### config.mk
export PLATFORM = sky130hd
export DESIGN_NAME = scan_display_ctrl
export DESIGN_NICKNAME = d
export VERILOG_FILES = /design/src/rtl/scan_display_ctrl.sv
export SDC_FILE = /design/constraint.sdc
export NUM_CORES = 1
export LEC_CHECK = 0
export ABC_AREA = 1
export CAP_MARGIN = 0
export CORE_MARGIN = 5
export CORE_UTILIZATION = 30
export CTS_CLUSTER_SIZE = 12
export DETAILED_ROUTE_END_ITERATION = 10
export PLACE_DENSITY_LB_ADDON = 0.1
export RECOVER_POWER = 50
export SYNTH_ARGS = -nofsm -noshare
export SYNTH_HDL_FRONTEND = slang
export SYNTH_SLANG_ARGS = --single-unit
### constraint.sdc
create_clock -name clk -period 3.3 [get_ports clk]
set_clock_uncertainty 0.2 [all_clocks]
set_input_delay 0.495 -clock clk [delete_from_list [all_inputs] [get_ports clk]]
set_output_delay 0.495 -clock clk [all_outputs]
set_load 0.02 [all_outputs]
### src/rtl/scan_display_ctrl.sv
// Scan controller for an 8-digit multiplexed 7-segment display.
// Walks a digit index through the external nibble mux, decodes the returned
// nibble, and drives one-hot digit enables with a blanking window at the
// start of every digit slot so the previous digit's segments never ghost.
module scan_display_ctrl #(
  parameter int CLK_DIV     = 50000,
  parameter int BLANK_CYC   = 16,
  parameter bit SEG_ACT_LOW = 1'b1,
  parameter bit DIG_ACT_LOW = 1'b1
) (
  input  logic       clk,
  input  logic       rst,
  input  logic       en,
  input  logic [7:0] dig_mask,
  input  logic [7:0] dp_in,
  input  logic [3:0] data_in,
  output logic       s2,
  output logic       s1,
  output logic       s0,
  output logic [6:0] seg,
  output logic       dp,
  output logic [7:0] dig,
  output logic       frame_tick
);

  localparam int            CW       = (CLK_DIV > 2) ? $clog2(CLK_DIV) : 1;
  localparam logic [CW-1:0] DIV_LAST = CW'(CLK_DIV - 1);
  localparam logic [CW-1:0] BLANK_END = CW'(BLANK_CYC);

  logic [CW-1:0] div_cnt;
  logic [2:0]    idx;
  logic          slot_end;

  // Active-high next values; polarity is applied only at the output flops.
  logic [6:0] seg_nxt;
  logic       dp_nxt;
  logic [7:0] dig_nxt;
  logic       tick_nxt;

  // Nibble to segment decode, active-high gfedcba.
  function automatic logic [6:0] hex7(input logic [3:0] nib);
    case (nib)
      4'h0: hex7 = 7'h3F;
      4'h1: hex7 = 7'h06;
      4'h2: hex7 = 7'h5B;
      4'h3: hex7 = 7'h4F;
      4'h4: hex7 = 7'h66;
      4'h5: hex7 = 7'h6D;
      4'h6: hex7 = 7'h7D;
      4'h7: hex7 = 7'h07;
      4'h8: hex7 = 7'h7F;
      4'h9: hex7 = 7'h6F;
      4'hA: hex7 = 7'h77;
      4'hB: hex7 = 7'h7C;
      4'hC: hex7 = 7'h39;
      4'hD: hex7 = 7'h5E;
      4'hE: hex7 = 7'h79;
      default: hex7 = 7'h71;
    endcase
  endfunction

  assign slot_end     = (div_cnt == DIV_LAST);
  // The select is the index register itself, so it moves on the same edge.
  assign {s2, s1, s0} = idx;

  // Slot divider and digit index; both freeze while scanning is disabled.
  always_ff @(posedge clk) begin
    // NOTE: state registers use non-blocking assignments so every flop samples pre-edge values.
    if (rst) begin
      div_cnt <= '0;
      idx     <= 3'd0;
    end else if (en) begin
      if (slot_end) begin
        div_cnt <= '0;
        idx     <= idx + 3'd1;
      end else begin
        div_cnt <= div_cnt + 1'b1;
      end
    end
  end

  // Next display values from the current slot phase, mask and mux data.
  always_comb begin
    // NOTE: every output of this block is defaulted first so no path leaves one unassigned (no latch).
    seg_nxt  = '0;
    dp_nxt   = 1'b0;
    dig_nxt  = '0;
    tick_nxt = 1'b0;
    if (en) begin
      tick_nxt = slot_end && (idx == 3'd7);
      if (dig_mask[idx]) begin
        seg_nxt = hex7(data_in);
        dp_nxt  = dp_in[idx];
        if (div_cnt >= BLANK_END) begin
          dig_nxt[idx] = 1'b1;
        end
      end
    end
  end

  // Output flops with polarity applied; reset leaves the display dark.
  always_ff @(posedge clk) begin
    if (rst) begin
      seg        <= {7{SEG_ACT_LOW}};
      dp         <= SEG_ACT_LOW;
      dig        <= {8{DIG_ACT_LOW}};
      frame_tick <= 1'b0;
    end else begin
      seg        <= seg_nxt ^ {7{SEG_ACT_LOW}};
      dp         <= dp_nxt ^ SEG_ACT_LOW;
      dig        <= dig_nxt ^ {8{DIG_ACT_LOW}};
      frame_tick <= tick_nxt;
    end
  end

endmodule

# After elaboration in Yosys (flattened, before gate mapping)
# Memories as Yosys holds them, arrays and structs flattened.
# Index checks and enable logic that the tools add are counted.
[totals] register_bits=36 mem_bits_ro=112 in_bits=23 output_inout_bits=20 word_cells=36 memories=1
[op_classes] add_sub_neg=2 order_cmp=3 eq_ne=2 mux=14 bitwise_logic=4 reduce_logical=4
[mem_list] name="(no name shown)" words=16 width=7 read_ports=1 rd_clocked_by_memory_dff=0 wr=0 line="42" source="case (nib)"
[ops] cell="8-bit two-way mux" n=3
[ops] cell="16-bit by 1-bit adder with 16-bit output, second input constant" n=1
[ops] cell="16-bit equality test, second input constant" n=1
[ops] cell="16-bit by 5-bit greater-or-equal comparator with 1-bit output, second input constant" n=1
[ops] cell="16-bit two-way mux" n=1
[ops] cell="7-bit two-way mux" n=2
[ops] cell="8-bit inverter" n=1
[ops] cell="7-bit inverter" n=1
[ops] cell="1-bit binary-select mux with 3-bit select" n=2
[ops] cell="1-bit two-way mux" n=5
[ops] cell="3-bit by 4-bit less-than comparator with 1-bit output, second input constant" n=1
[ops] cell="3-bit by 1-bit adder with 3-bit output, second input constant" n=1
[ops] cell="1-bit demux with 3-bit select" n=1
[ops] cell="3-bit equality test, second input constant" n=1
[ops] cell="3-bit by 1-bit greater-or-equal comparator with 1-bit output, second input constant" n=1
[ops] cell="1-bit logical AND" n=2
[ops] cell="1-bit inverter" n=2
[ops] cell="2-bit AND reduction" n=1
[ops] cell="2-bit OR reduction" n=1

# Depth between registers and ports, before layout
[depth] depth_word=8 ltp_mapped=10 ltp_nobuf=9

# Worst setup path after synthesis
# No wires, ideal clock.
[synth_timing] path_type="register -> register" from="register idx[0]" to="register seg[4]" arrival_ns=1.278 path_slack_ns=1.692 path_stages_with_launch=10 synth_period_minus_slack_ns=1.608 cell_sequence="dfxtp_1 buf_4 nand2_2 nand2_1 nand2_1 nand2_1 nand2_2 nand2_4 buf_12 nand4_2"
[synth_via] elab_chain_len=5
[synth_rtl] element="start: declaration" line="31" source="logic [2:0] idx;"
[synth_rtl] element="start signal: assignment" line="75" source="idx <= idx + 3'd1;"
[synth_rtl] element="1-bit binary-select mux with 3-bit select" line="91" source="if (dig_mask[idx]) begin"
[synth_rtl] element="1-bit two-way mux (not written as such)" line="91"
[synth_rtl] element="7-bit two-way mux" line="91"
[synth_rtl] element="7-bit two-way mux" line="89" source="if (en) begin"
[synth_rtl] element="7-bit inverter (no line)"
[synth_rtl] element="end signal: assignment" line="104" source="seg <= {7{SEG_ACT_LOW}};"
[synth_rtl] element="end signal: assignment" line="109" source="seg <= seg_nxt ^ {7{SEG_ACT_LOW}};"
[synth_rtl] element="end: declaration" line="20" source="output logic [6:0] seg,"
# No other way between the ends. The select of a mux whose other input is x is not followed.
# A chain may end at the register's enable or synchronous reset.

# Worst setup path in the final report
[layout_timing] from="register idx[1]" to="output port s1"
[layout_rtl] element="end: declaration" line="18" source="output logic s1,"
# No word-level cell between the ends.

==> results by group <==
Critical path
  • Critical Path RT: 2600 ps
  • Crit end category: output port
  • Cell family with most CP delay: flip-flops
  • Crit-path max FO: 11
  • Crit path DAT: 1730 ps
  • CP max stage cell: dfxtp_1
  • Cell Chain, Critical Path: clkdlybuf4s50_1
  • CP peak stage delay: 720 ps
  • Critical path class: reg2out
  • Critical path startpoint category: flip-flop
  • CP Buf/Inv Count: 1

Run status
  • Status: completed

Placement
  • PortBufs: 42
  • DP HPWL: 3650 um
  • Global placement routability congestion: 0.827

Global route
  • GRT overflow: 0
  • Initial antenna violation count: 0
  • GRT Total Usage: 11.6%
  • Vias in the first global route: 1818
  • Global-route wire length before repair: 8340 um
  • Largest net degree at the start of global routing: 18

Drt
  • Drt initial violations: 80
  • Residual DRC count: 0
  • DR pass1 iterations: 4
  • Vias: 1888
  • ANT nets after route: 0
  • Via density: 4.35
  • Wire per inst: 11.1 um
  • Final WL: 4800 um

Timing
  • Max_slew headroom: 52.5%
  • RSZ-0062 raised after global routing: false
  • Fmax achieved: 412 MHz
  • Setup TNS: 0 ps
  • Slew Viols, Final: 0
  • Final hold violation count: 0
  • Period minus WS final: 2430 ps
  • Final Setup Violations: 0
  • Final hold slack: 316 ps
  • Worst-Margin Slew: 711 ps
  • Final worst path period share: 73.5%

Finish
  • Nets: 370
  • ANT cells: 0
  • Multi-input logic area: 1190 um2
  • Layout area overhead: 26.3%
  • Fillers: 746
  • FF/Latch Area: 721 um2
  • Fraction of layout cells with a size suffix above 1: 12.4%

Yosys
  • Yosys top cell area share: 33.9%
  • FF+latch count, synth: 36
  • Netlist Area Pre-Place: 2130 um2
  • Most frequent cell after synthesis: nand2_1
  • Largest area contributor in the netlist: dfxtp_1
  • Post-synthesis sequential area ratio: 33.9%
  • Post-synth EDFFs: 0
  • Synth cell types: 35
  • Syn nets: 329
  • Avg Cell Area, Syn: 7.18 um2
  • Synth Flop Type: dfxtp_1
  • Ys async rst share: 0%
  • Post-synth top cells: 83 x nand2_1, 47 x nor2_1, 36 x dfxtp_1
  • Synth area leaders: dfxtp_1 34%, nand2_1 15%, nor2_1 8.3%
  • Yosys warnings: 0
  • Cells after synthesis: 296

Floorplan
  • Ports: 43
  • Die area: 8870 um2
  • DIE HEIGHT: 94.2 um
  • Die extent in x: 94.2 um
  • Area of the core: 6830 um2
  • Site Rows: 30
  • Starting Density: 31.1%

Clocking
  • Max Buffers Root-to-Sink: 2
  • Worst-Skew Late Latency: 290 ps
  • Hold-fix buffers, CTS: 0
  • CTS tree: yes
  • CTS Root Cell: clkbuf_8
  • CTS clk-pin slew, worst paths: 70 ps
  • Cts repair resizes: 0
  • TritonCTS Buffers: 5
  • Post-CTS setup buffer count: 0
  • Clock Sinks: 36
  • H-tree levels: 2

Job
  • Number of max-cap violations: 0

Power
  • Peak VDD IR: 0.000175 V
  • P_leak: 1.04 nW
  • PwrDens: 345 nW/um2

Hold path
  • Worst min-delay path category: reg2reg
[where the power goes]
part | total (mW) | internal [mW] | switching [mW]
Combinational | 0.0942 | 0.0440 | 0.0502
Clock | 0.388 | 0.224 | 0.165
Sequential | 0.443 | 0.440 | 0.00334
Total | 0.925 | 0.707 | 0.218
[worst paths after layout]
path	startpoint	to	slack (ps)	cells after the start
max	idx[1]	s1	870	1
min reg2reg	div_cnt[0]	div_cnt[0]	320	2
max reg2reg	div_cnt[1]	div_cnt[5]	980	8
min	div_cnt[0]	div_cnt[0]	320	2
[registers in the layout, indices dropped and copies added (netlist names)]
name	cells
div_cnt	16
dp	1
seg	7
idx	3
frame_tick	1
dig	8
[layout make-up]
| type | instances | area share [%] |
|---|---|---|
| Clock buffer | 5 | 2.56 |
| Timing Repair Buffer | 43 | 15.9 |
| Clock inverter | 3 | 1.59 |
| Multi-Input combinational cell | 224 | 44.3 |
| Tap cell | 96 | 4.48 |
| Sequential cell | 36 | 26.9 |
| Inverter | 27 | 4.29 |
[metal layers]
metal  vias up  track usage, %  share of wire [%]
met4         0            3.61                1.1
met2        37            18.3                 45
met1       818            15.5                 48
met5         -               0                  0
met3         5            2.88                5.9
li1       1028               -                  -
[kinds of logic after synthesis]
group	after synthesis	share of synthesized area (%)
adders and majority gates	10	5.89
and+or+nand+nor	194	44.6
AOI/OAI and AO/OA	17	4.88
DFF	36	33.9
buffers and inverters	36	9.48
xor gates and xnor gates	3	1.24
[cells in the final DEF, fill, tap and decap left out, drive strengths merged, types with 2 or more instances in the layout]
cell           count
nor3               6
clkdlybuf4s50     24
nand4              7
inv               25
dlygate4sd3       18
clkbuf             5
xor2               2
a31oi              2
o21ai              6
nand3             39
nand2             87
nor2              54
clkinv             2
clkinvlp           2
o211ai             3
dfxtp             36
ha                10
a21oi              5
[through the flow]
stage,total power [mW],area [um2],setup WS (ps),util [%],cells
final,0.925,2680,875,39.3,434
after global routing,0.975,2680,705,39.3,434
after CTS,0.945,2700,844,39.5,434
after detailed placement,0.552,2590,883,37.9,426
after global placement,0.552,2590,927,37.9,426
after floorplan,0.510,2130,1690,-,296
No activity file was read; power rests on OpenSTA's default activity.
